[src/rtl/i2s_rx_array.sv]
// i2s_rx_array: N-channel I2S receiver sharing one generated sck/ws pair.
// Left-slot samples from all channels are captured together and handed out
// as one wide word through a single-entry valid/ready holding register.
// Build option: define I2S_RX_ARRAY_OVERRUN_CNT_EN to implement the
// saturating overrun counter; otherwise overrun_cnt is tied to zero.
module i2s_rx_array #(
  parameter int NCH      = 4,
  parameter int SAMPLE_W = 16,
  parameter int SLOT_W   = 32,
  parameter int PERIOD_W = 8
) (
  input  logic                     clk,
  input  logic                     rst_n,
  input  logic [PERIOD_W-1:0]      sck_period,
  input  logic [NCH-1:0]           ch_en,
  input  logic [NCH-1:0]           sd,
  output logic                     sck,
  output logic                     ws,
  output logic [NCH*SAMPLE_W-1:0]  dout,
  output logic                     dout_vld,
  input  logic                     dout_rdy,
  output logic [7:0]               overrun_cnt
);

  localparam int BIT_W = $clog2(2*SLOT_W);
  localparam logic [BIT_W-1:0] BIT_LAST = BIT_W'(2*SLOT_W-1);
  localparam logic [BIT_W-1:0] BIT_SLOT = BIT_W'(SLOT_W);
  localparam logic [BIT_W-1:0] BIT_SMP  = BIT_W'(SAMPLE_W);

  logic [PERIOD_W-1:0]     div;
  logic [PERIOD_W-1:0]     h_lim;
  logic                    h_lim_vld;
  logic [PERIOD_W-1:0]     period_eff;
  logic [PERIOD_W-1:0]     lim;
  logic                    tc;
  logic                    rise_ev;
  logic                    fall_ev;
  logic [BIT_W-1:0]        bit_cnt;
  logic [BIT_W-1:0]        bit_cnt_nxt;
  logic                    cap_ev;
  logic                    frame_done;
  logic                    overrun;
  logic                    load;
  logic [NCH*SAMPLE_W-1:0] shreg;
  logic [NCH*SAMPLE_W-1:0] shift_nxt;
  logic [NCH*SAMPLE_W-1:0] frame_word;

  // Until the first terminal count has latched a half-period, the live
  // setting is used so the first rise lands H cycles after reset.
  assign period_eff = (sck_period == '0) ? PERIOD_W'(1) : sck_period;
  assign lim        = h_lim_vld ? h_lim : period_eff;
  assign tc         = (div == lim - PERIOD_W'(1));
  assign rise_ev    = tc & ~sck;
  assign fall_ev    = tc & sck;

  assign bit_cnt_nxt = (bit_cnt == BIT_LAST) ? '0 : bit_cnt + BIT_W'(1);
  assign cap_ev      = rise_ev && (bit_cnt != '0) && (bit_cnt <= BIT_SMP);
  assign frame_done  = rise_ev && (bit_cnt == BIT_SMP);
  assign overrun     = frame_done & dout_vld & ~dout_rdy;
  assign load        = frame_done & ~overrun;

  // Half-period divider; the period setting is re-sampled only at terminal count
  always_ff @(posedge clk or negedge rst_n) begin
    if (!rst_n) begin
      div       <= '0;
      sck       <= 1'b0;
      h_lim     <= '0;
      h_lim_vld <= 1'b0;
    end else if (tc) begin
      div       <= '0;
      sck       <= ~sck;
      h_lim     <= period_eff;
      h_lim_vld <= 1'b1;
    end else begin
      div <= div + PERIOD_W'(1);
    end
  end

  // Bit position within the frame and word select, both advanced on sck fall
  always_ff @(posedge clk or negedge rst_n) begin
    if (!rst_n) begin
      bit_cnt <= '0;
      ws      <= 1'b0;
    end else if (fall_ev) begin
      bit_cnt <= bit_cnt_nxt;
      ws      <= (bit_cnt_nxt >= BIT_SLOT);
    end
  end

  // Next shift value per lane and the masked word presented at frame completion
  always_comb begin
    shift_nxt  = '0;
    frame_word = '0;
    for (int k = 0; k < NCH; k++) begin
      shift_nxt[k*SAMPLE_W +: SAMPLE_W]  = {shreg[k*SAMPLE_W +: SAMPLE_W-1], sd[k]};
      frame_word[k*SAMPLE_W +: SAMPLE_W] = ch_en[k] ? shift_nxt[k*SAMPLE_W +: SAMPLE_W]
                                                    : {SAMPLE_W{1'b0}};
    end
  end

  // MSB-first capture of the left-slot bits on sck rise
  always_ff @(posedge clk or negedge rst_n) begin
    if (!rst_n) begin
      shreg <= '0;
    end else if (cap_ev) begin
      shreg <= shift_nxt;
    end
  end

  // Holding register: an overrun drops the new frame and keeps the old one
  always_ff @(posedge clk or negedge rst_n) begin
    if (!rst_n) begin
      dout     <= '0;
      dout_vld <= 1'b0;
    end else if (load) begin
      dout     <= frame_word;
      dout_vld <= 1'b1;
    end else if (dout_vld && dout_rdy) begin
      dout_vld <= 1'b0;
    end
  end

`ifdef I2S_RX_ARRAY_OVERRUN_CNT_EN
  // Saturating count of dropped frames
  always_ff @(posedge clk or negedge rst_n) begin
    if (!rst_n) begin
      overrun_cnt <= 8'd0;
    end else if (overrun && (overrun_cnt != 8'hFF)) begin
      overrun_cnt <= overrun_cnt + 8'd1;
    end
  end
`else
  assign overrun_cnt = 8'd0;
`endif

endmodule

[config.mk]
export PLATFORM = sky130hd
export DESIGN_NAME = i2s_rx_array
export DESIGN_NICKNAME = d
export VERILOG_FILES = /design/src/rtl/i2s_rx_array.sv
export SDC_FILE = /design/constraint.sdc
export NUM_CORES = 1
export LEC_CHECK = 0
export ABC_AREA = 1
export CAP_MARGIN = 20
export CORE_UTILIZATION = 40
export CTS_CLUSTER_DIAMETER = 200
export DETAILED_ROUTE_END_ITERATION = 12
export PLACE_DENSITY_LB_ADDON = 0.1
export SYNTH_ARGS = -nofsm -noshare
export SYNTH_HDL_FRONTEND = slang
export SYNTH_SLANG_ARGS = --single-unit
[constraint.sdc]
create_clock -name clk -period 5.5 [get_ports clk]
set_input_delay 0.825 -clock clk [delete_from_list [all_inputs] [get_ports clk]]
set_output_delay 0.825 -clock clk [all_outputs]
set_load 0.02 [all_outputs]
==> key figures <==
Run status
  – Status: finished, final reports clean

Synth
  – Synth Register Bits: 150
  – Mean Syn Cell Area: 7.88 um^2
  – Asr flop ratio synth: 1.00
  – Post-synthesis cell area: 7150 um^2
  – Post-synth EDFFs: 0
  – Cells after Synth: 907
  – Post-synth top area cell: dfrtp_1
  – Cell variety after synth: 29
  – Synth top area share: 0.525
  – Area contributors post-synth: dfrtp_1, nand2_1, inv_1
  – Synth warnings: 0
  – Sequential share of the synthesized area: 0.525
  – Synth Flop Type: dfrtp_1

Clocking
  – Worst-Skew Late Latency: 0.42 ns
  – CTS clock-pin slew for the worst setup and hold paths: 0.06 ns
  – Post-cts sizing count: 0
  – CTS sink cnt: 150
  – Post-CTS Hold Buffers: 0
  – CTS root buf: clkbuf_16
  – Max Buffers Root-to-Sink: 2
  – Number of CTS-inserted buffers: 17
  – CTS tree: done
  – Post-CTS Setup Bufs: 0
  – CTS H-tree lvls: 4

STA
  – Worst-Margin Slew: 0.924 ns
  – Min cycle time layout: 4.02 ns
  – Unrepaired setup endpoints after global routing: no
  – Worst Clk Skew: 0.0125 ns
  – Tcrit/Tclk final: 0.730
  – # setup viols final: 0
  – Hold Fails Final Rpt: 0
  – Hold slack: 0.264 ns
  – Setup TNS: 0 ns
  – Slew margin rel.: 0.384
  – Max Fclk: 0.249 GHz
  – Max-slew violations: 0

Critical path
  – Reg-to-reg slack, setup: 1.62 ns
  – Worst setup SP type: input pin
  – Slowest CP cell: nand4_4
  – Most used cell along the critical path: nand2_1
  – Critical R2R Launch: h_lim_vld
  – Crit. End Element: flip-flop
  – Worst R2R Path Depth: 16
  – WP data required: 5.81 ns
  – Critical path type: input pin to flip-flop
  – CP Buf/Inv Count: 2
  – Reg2reg end: dout[54]
  – Crit path cell chain: clkdlybuf4s50_1, nor3_1, nand2_1, nand3_1, nand2_2, ha_1, xor2_1, nand2_1, nand2_1, nor2_1, nand2_1, nor2_1, nand3_1, nor2_4, nand4_4, buf_4, nand2_1, nand2_1
  – CP Data Arrival Time: 4.32 ns
  – CP peak stage delay: 0.52 ns
  – Top delay family on crit path: simple AND/OR/NAND/NOR gates
  – Crit-path max FO: 35

Run
  – Maxcap violations: 0

Cells and area
  – Nets: 995
  – N_diodes: 0
  – Final std cells w/o fill: 1210
  – Synth-to-Final Area Change: 20.6%
  – Final Util: 0.497
  – Design area: 8620 um^2
  – Share of cells above drive strength 1: 0.0640

Die
  – I/O pins: 94
  – Core region area: 17400 um^2
  – Die Height: 136 um
  – Die area: 18400 um^2
  – Cell Rows: 48
  – Initial Util: 0.412
  – DIE WIDTH: 136 um

Route
  – Post-Route WL: 14800 um
  – Drt first-iter violations: 301
  – Routed WL per cell: 12.3 um
  – DRC viols: 0
  – DR vias: 5458
  – Drt pass-1 iters: 6
  – Via-to-Cell Ratio: 4.51
  – Final ANT Viol Nets: 0

Global route
  – Met2 Resource Use GR: 0.282
  – GR Overflow Total: 0
  – First-pass GRT wire length: 25400 um
  – Met3 Track Usage GR: 0.0460
  – Initial antenna violation count: 0
  – Vias in the first global route: 5146
  – Most used routing layer: met2
  – Gr usage total: 0.177
  – Met1 Use GR: 0.234
  – Largest net degree at the start of global routing: 67

Placement
  – Placed cell count: 1178
  – Buffers on Ports: 85
  – GP Congestion: 0.819
  – Cell Area, Placed: 8020 um^2
  – DPL Wire Length: 9090 um

Hold path
  – Hold Path Class: input pin to async pin

Pwr
  – Pwr Density: 323 nW/um^2
  – Leak: 4.65 nW
  – Worst ir drop on vdd: 0.000203 V
how the worst max path moves through the flow:
stage             startpoint       end  slack [ns]  cells past startpoint
4_1_cts        sck_period[3]  dout[49]        1.44                     18
6_report       sck_period[3]  dout[54]        1.48                     18
5_1_grt        sck_period[3]  dout[54]        1.14                     18
3_3_place_gp   sck_period[3]  dout[49]        1.08                     18
3_5_place_dp   sck_period[3]  dout[28]        1.00                     18
2_1_floorplan  sck_period[1]   dout[0]        2.52                     19
per-stage QoR:
| stage | total power, mW | setup WS, ns |
|---|---|---|
| global placement | 1.61 | 1.08 |
| global route | 2.93 | 1.14 |
| floorplan | 1.51 | 2.52 |
| finish | 2.78 | 1.48 |
| detailed placement | 1.61 | 1.00 |
| CTS | 2.82 | 1.44 |
synth_stat cells (5+ instances only):
cell type / n
buf_2: 11
buf_4: 9
buf_6: 13
clkbuf_1: 18
dfrtp_1: 150
inv_1: 154
nand2_1: 322
nand2_2: 7
nand3_1: 84
nor2_1: 19
nor2_2: 5
nor3_1: 5
o21ai_0: 33
o21ai_1: 42
xor2_1: 9
flip-flops by register name, summed over array words and instances (netlist names):
| signal | flops |
|---|---|
| sck | 1 |
| shreg | 60 |
| div | 8 |
| h_lim | 8 |
| bit_cnt | 6 |
| dout | 64 |
| ws | 1 |
| dout_vld | 1 |
| h_lim_vld | 1 |
cell usage in the layout (no fill, tap or decap), types with 3 or more instances in the layout:
cell | netlist | routed
nand2_1 | 322 | 322
inv_1 | 154 | 153
dfrtp_1 | 150 | 150
clkdlybuf4s50_1 | 0 | 84
nand3_1 | 84 | 83
o21ai_1 | 42 | 42
o21ai_0 | 33 | 33
nor2_1 | 19 | 19
clkbuf_16 | 0 | 17
xor2_1 | 9 | 9
conb_1 | 1 | 8
nand2_2 | 7 | 7
buf_4 | 9 | 6
nor3_1 | 5 | 5
inv_2 | 4 | 5
nor2_2 | 5 | 5
ha_1 | 4 | 4
o21ai_2 | 3 | 3
nand3b_1 | 3 | 3
bufinv_16 | 0 | 3
clkbuf_1 | 18 | 3
clkinvlp_4 | 0 | 3
cell type report:
| class | instances | area (um^2) |
|---|---|---|
| Sequential cell | 150 | 3750 |
| Clock buffer | 21 | 450 |
| Multi-Input combinational cell | 554 | 2500 |
| Fill cell | 1735 | 8730 |
| Timing Repair Buffer | 91 | 897 |
| Clock inverter | 11 | 149 |
| Inverter | 158 | 593 |
| Tap cell | 225 | 282 |
layer usage:
layer | part of all wire | wire, um | vias up
met5 | 0 | 0 | -
met4 | 0.0081 | 120 | 0
met3 | 0.036 | 538 | 10
met2 | 0.46 | 6840 | 82
met1 | 0.49 | 7340 | 2509
li1 | - | - | 2857
power breakdown:
group	total [mW]	internal, mW	switching, mW
clock network	1.19	0.728	0.462
logic	0.383	0.138	0.244
registers	1.21	1.16	0.0488
total	2.78	2.03	0.755
kinds of logic after synthesis:
family | after synthesis | synth area share
compound gates | 81 | 0.0585
simple gates | 452 | 0.267
other cells | 1 | 0.000525
fa+ha+maj | 4 | 0.00700
xor+xnor | 9 | 0.0110
buf+inv | 210 | 0.131
flops | 150 | 0.525
(Power assumes the default switching activity.)
